--- src/rtl/reg128_loader_if.sv ---
// Beat-in / word-out bundle between a 32-bit beat source and the 128-bit register loader.
// The master drives beats and abort; the slave returns ready, the assembled word and status.
interface reg128_loader_if #(
  parameter int WORD_W = 32,
  parameter int BEATS  = 4
);
  localparam int CNT_W = $clog2(BEATS);

  logic [WORD_W-1:0]       in_data;
  logic                    in_valid;
  logic                    in_ready;
  logic                    abort;
  logic [WORD_W*BEATS-1:0] D;
  logic                    wr;
  logic [CNT_W-1:0]        beat_cnt;
  logic                    busy;

  modport master (
    output in_data, in_valid, abort,
    input  in_ready, D, wr, beat_cnt, busy
  );

  modport slave (
    input  in_data, in_valid, abort,
    output in_ready, D, wr, beat_cnt, busy
  );
endinterface

--- src/rtl/reg128_loader.sv ---
// Packs BEATS words LSB-lane first and pulses wr with the full word one cycle after the last beat.
// in_ready is low only in the COMMIT cycle, so continuous input yields one word per BEATS+1 cycles.
module reg128_loader #(
  parameter int WORD_W = 32,
  parameter int BEATS  = 4
) (
  input  logic            clk,
  input  logic            clr,
  reg128_loader_if.slave  bus
);
  localparam int CNT_W = $clog2(BEATS);
  localparam int DW    = WORD_W * BEATS;
  localparam logic [CNT_W-1:0] LAST = CNT_W'(BEATS - 1);

  typedef enum logic [1:0] {IDLE, FILL, COMMIT} state_e;

  state_e           state_q, state_d;
  logic [DW-1:0]    d_q, d_d;
  logic [CNT_W-1:0] cnt_q, cnt_d;
  logic             wr_q, wr_d;

  always_ff @(posedge clk or negedge clr) begin
    if (!clr) begin
      state_q <= IDLE;
      d_q     <= '0;
      cnt_q   <= '0;
      wr_q    <= 1'b0;
    end else begin
      state_q <= state_d;
      d_q     <= d_d;
      cnt_q   <= cnt_d;
      wr_q    <= wr_d;
    end
  end

  always_comb begin
    state_d = state_q;
    d_d     = d_q;
    cnt_d   = cnt_q;
    case (state_q)
      IDLE, FILL: begin
        // abort wins over a beat presented in the same cycle
        if (bus.abort) begin
          state_d = IDLE;
          d_d     = '0;
          cnt_d   = '0;
        end else if (bus.in_valid) begin
          d_d[int'(cnt_q)*WORD_W +: WORD_W] = bus.in_data;
          if (cnt_q == LAST) begin
            state_d = COMMIT;
            cnt_d   = '0;
          end else begin
            state_d = FILL;
            cnt_d   = cnt_q + CNT_W'(1);
          end
        end
      end
      COMMIT: begin
        state_d = IDLE;
        d_d     = '0;
      end
      default: begin
        state_d = IDLE;
        d_d     = '0;
        cnt_d   = '0;
      end
    endcase
    wr_d = (state_d == COMMIT);
  end

  assign bus.in_ready = (state_q != COMMIT);
  assign bus.D        = d_q;
  assign bus.wr       = wr_q;
  assign bus.beat_cnt = cnt_q;
  assign bus.busy     = (cnt_q != '0) || (state_q == COMMIT);
endmodule
--- src/flat_wrapper.sv ---
// flat-port wrapper written by rule: the top's interface ports become plain ports
module reg128_loader_flat 
#(
  parameter int WORD_W = 32,
  parameter int BEATS  = 4
)
  (clk, clr, bus_in_data, bus_in_valid, bus_abort, bus_in_ready, bus_D, bus_wr, bus_beat_cnt, bus_busy);
  reg128_loader_if #(.WORD_W(WORD_W), .BEATS(BEATS)) bus_i ();
  input  logic clk;
  input  logic clr;
  input wire logic [$bits(bus_i.in_data)-1:0] bus_in_data;
  input wire logic [$bits(bus_i.in_valid)-1:0] bus_in_valid;
  input wire logic [$bits(bus_i.abort)-1:0] bus_abort;
  output wire logic [$bits(bus_i.in_ready)-1:0] bus_in_ready;
  output wire logic [$bits(bus_i.D)-1:0] bus_D;
  output wire logic [$bits(bus_i.wr)-1:0] bus_wr;
  output wire logic [$bits(bus_i.beat_cnt)-1:0] bus_beat_cnt;
  output wire logic [$bits(bus_i.busy)-1:0] bus_busy;
  assign bus_i.in_data = bus_in_data;
  assign bus_i.in_valid = bus_in_valid;
  assign bus_i.abort = bus_abort;
  assign bus_in_ready = bus_i.in_ready;
  assign bus_D = bus_i.D;
  assign bus_wr = bus_i.wr;
  assign bus_beat_cnt = bus_i.beat_cnt;
  assign bus_busy = bus_i.busy;
  reg128_loader #(.WORD_W(WORD_W), .BEATS(BEATS)) u_core (.clk(clk), .clr(clr), .bus(bus_i));
endmodule
--- config.mk ---
export PLATFORM = sky130hd
export DESIGN_NAME = reg128_loader_flat
export DESIGN_NICKNAME = d
export VERILOG_FILES = /design/src/rtl/reg128_loader_if.sv /design/src/rtl/reg128_loader.sv /design/src/flat_wrapper.sv
export SDC_FILE = /design/constraint.sdc
export NUM_CORES = 1
export LEC_CHECK = 0
export BUFFER_PORTS_ARGS = -buffer_cell sky130_fd_sc_hd__buf_4
export CAP_MARGIN = 20
export CORE_MARGIN = 4
export CORE_UTILIZATION = 51
export DETAILED_ROUTE_END_ITERATION = 12
export PLACE_DENSITY = 0.78
export SYNTH_ARGS = -nofsm -noshare
export SYNTH_HDL_FRONTEND = slang
export SYNTH_SLANG_ARGS = --single-unit
export TNS_END_PERCENT = 100
--- constraint.sdc ---
create_clock -name clk -period 2.85 [get_ports clk]
set_clock_uncertainty 0.15 [all_clocks]
set_input_delay 0.285 -clock clk [delete_from_list [all_inputs] [get_ports clk]]
set_output_delay 0.285 -clock clk [all_outputs]
set_load 0.05 [all_outputs]
==> flow_summary.toml <==
[finish]
nets = 633
final_cells = 745
drive_above_1_share = 0.4182
n_antenna_cell = 0
finalInstanceArea_um2 = 7958
area_delta_synth_final_pct = 41.21
utilization = 0.7341

[logic_synthesis]
synth-seq-cells = 133
netlist_instances = 405
yosys_warnings = 0
syn_area_per_cell_um2 = 13.91
synth_compound_area_frac = 0.2502
syn-cell-area_um2 = 5635
synth_cell_types = 30
ys_seq_area_frac = 0.5906
synth_edf_count = 0
synthMuxAreaShare = 0
netlist_top_cells_count = "133 x dfrtp_1, 95 x a32o_1, 34 x inv_1"
synth_largest_area_cell = "dfrtp_1"
synth_flop_cell = "dfrtp_1"
async_flop_share = 1.000
synth_area_leaders = "dfrtp_1 59%, a32o_1 17%, o22ai_2 6.7%"
synth_top_family_by_area = "compound AO/OA/AOI/OAI gates"
synth_nets = 446
synth.top_cell.area_share = 0.5906
synth-adder-area-share = 0.01110
yosysMostFrequentCell = "dfrtp_1"
yosys.area_share.xor_xnor = 0.001554
synth-simple-area-share = 0.07638

[clocking]
path_clk_slew_ns = 0.06
cts_buffers = 17
cts_buffer_depth = 2
cts_tree = "yes"
root_buffer = "clkbuf_8"
postCtsSetupBuffers = 0
insertion_delay_ns = 0.52
clock-sinks = 133
htreeDepth = 4

[sta]
drv_slew = 0
finalCritPeriodShare = 0.8328
setup_viol = 0
rsz0062_at_grt = "false"
slew_headroom = 0.3637
hold_viol = 0
fin_crit_ns = 2.373
worst_pin_slew_ns = 0.9544
tns_ns = 0
fmax_mhz = 421.3

[worst_setup_path]
cp_max_fo = 30
worstPathBufferInverterCount = 2
critPathLaunchType = "flop"
crit_required_ns = 3.12
max_stage_delay_ns = 0.70
path_class = "reg -> reg"
critPathSlowestCell = "or4b_2"
cpLargestDelayFamily = "simple AND/OR/NAND/NOR gates"
path_cells = "inv_1 -> ha_1 -> or4b_2 -> buf_4 -> o22ai_1"
endpoint_kind = "flop"
critPathArrivalTime_ns = 2.65

[floorplanning]
dieWidth_um = 113.1
die_h_um = 113.1
fp-row-count = 38
pin_count = 169
core_um2 = 10840
start_util = 0.5199
dieArea_um2 = 12800

[grt]
grt_pass1_vias = 4758
grt_overflow = 0
grt_max_degree = 75
grt_usage = 0.2664
antenna_found_initial = 0
grt_pass1_wl_um = 26530

[drt]
post-route-drc-count = 0
vias = 4653
routed_wl_um = 17050
detail_route.first_pass.iterations = 6
antenna_left = 0
initialDrtViolationCount = 436
viasPerCell = 6.246
wl_per_cell_um = 22.88

[placed_design]
dpl_cell_area_um2 = 6989
port_buffers = 168
place_inst = 677
dp_hpwl_um = 10760
gp_congestion = 0.7523

[power_and_ir_drop]
peakVddDrop_uv = 399.2
power_density_nw_per_um2 = 607.6
p_leak_uw = 0.003663

[status]
run_status = "complete, no violations"

[min_path]
hold_path.class = "in -> async"

[flow_run]
cap_violations = 0
[final cells by class]
cell class              instances  area [um2]
repair buffers                218        1785
flip-flops and latches        133        3328
well taps                     140       175.2
multi-input cells             188        1951
fillers                       728        2883
inverters                      34       127.6
clock buffers                  22       462.9
clock inverters                10       127.6
[timing repair]
| action | 4_1_cts | 5_1_grt |
|---|---|---|
| endpoints found under the hold margin | 202 | 0 |
| resized for setup | 0 | 0 |
| hold buffers | 35 | 0 |
[stage by stage]
stage / power, uW / setup WS (ns) / hold slack [ns]
2_1_floorplan: 2388 / 0.05862 / -0.1606
3_3_place_gp: 2642 / 0.5043 / 0.1895
3_5_place_dp: 2655 / 0.3724 / 0.1923
4_1_cts: 4844 / 0.3326 / 0.2290
5_1_grt: 4980 / 0.3219 / 0.2671
6_report: 4835 / 0.4765 / 0.1988
[sequential cells by signal, indices dropped and copies added, names as in the netlist]
| register | cells |
|---|---|
| u_core.bus.D | 128 |
| u_core.bus.beat_cnt | 2 |
| u_core.state_q | 2 |
| u_core.bus.wr | 1 |
[per-layer routing]
layer,part of all wire,GRT usage
met1,0.40,0.3426
met2,0.50,0.4344
met3,0.077,0.07914
met4,0.022,0.08974
met5,0,0
[logic make-up after synthesis]
group | Yosys count
buffers and inverters | 84
DFF | 133
and+or+nand+nor | 48
xor gates and xnor gates | 1
AOI/OAI and AO/OA | 134
adders and majority gates | 5
[placed cells by master (no fill, tap or decap)]
cell type | synthesis | layout
buf_4 | 7 | 178
dfrtp_1 | 133 | 133
a32o_1 | 95 | 95
dlygate4sd3_1 | 0 | 35
inv_1 | 34 | 34
nand4b_1 | 32 | 32
o22ai_2 | 30 | 30
clkbuf_16 | 0 | 16
clkinv_2 | 0 | 6
ha_1 | 5 | 5
clkbuf_8 | 0 | 4
a211oi_4 | 0 | 3
bufinv_16 | 0 | 3
buf_12 | 0 | 3
nor2_1 | 2 | 2
nor3b_4 | 0 | 2
and2_1 | 2 | 2
or4b_2 | 1 | 2
or4bb_1 | 2 | 2
o22ai_1 | 2 | 2
clkbuf_1 | 14 | 2
a211o_2 | 0 | 1
nand2b_1 | 1 | 1
nand2_1 | 1 | 1
and4bb_1 | 1 | 1
and4b_1 | 1 | 1
nor4b_4 | 1 | 1
nor2b_2 | 0 | 1
xnor2_1 | 1 | 1
o32ai_1 | 1 | 1
o211ai_1 | 1 | 1
o2bb2ai_1 | 1 | 1
clkinvlp_4 | 0 | 1
buf_6 | 3 | 1
buf_16 | 0 | 1
[final timing paths]
| path | start | endpoint | slack, ns | cells after the start |
|---|---|---|---|---|
| setup / recovery | u_core.bus.beat_cnt[1]$_DFFE_PN0P_ | u_core.bus.D[97]$_DFFE_PN0P_ | 0.48 | 5 |
| max in group asynchronous | clr | u_core.bus.D[99]$_DFFE_PN0P_ | 1.61 | 3 |
| hold reg to reg | u_core.bus.D[12]$_DFFE_PN0P_ | u_core.bus.D[12]$_DFFE_PN0P_ | 0.34 | 1 |
| min in group clk | u_core.bus.D[12]$_DFFE_PN0P_ | u_core.bus.D[12]$_DFFE_PN0P_ | 0.34 | 1 |
| hold / removal | clr | u_core.bus.wr$_DFF_PN0_ | 0.20 | 2 |
| setup reg to reg | u_core.bus.beat_cnt[1]$_DFFE_PN0P_ | u_core.bus.D[97]$_DFFE_PN0P_ | 0.48 | 5 |
[power breakdown]
part	switching [uW]	internal (uW)	total [uW]	leakage, uW
Sequential	26.4	1930	1950	0.00185
Clock	774	1390	2170	0.000294
Combinational	482	232	714	0.00152
Power figures use the tool's default switching activity.
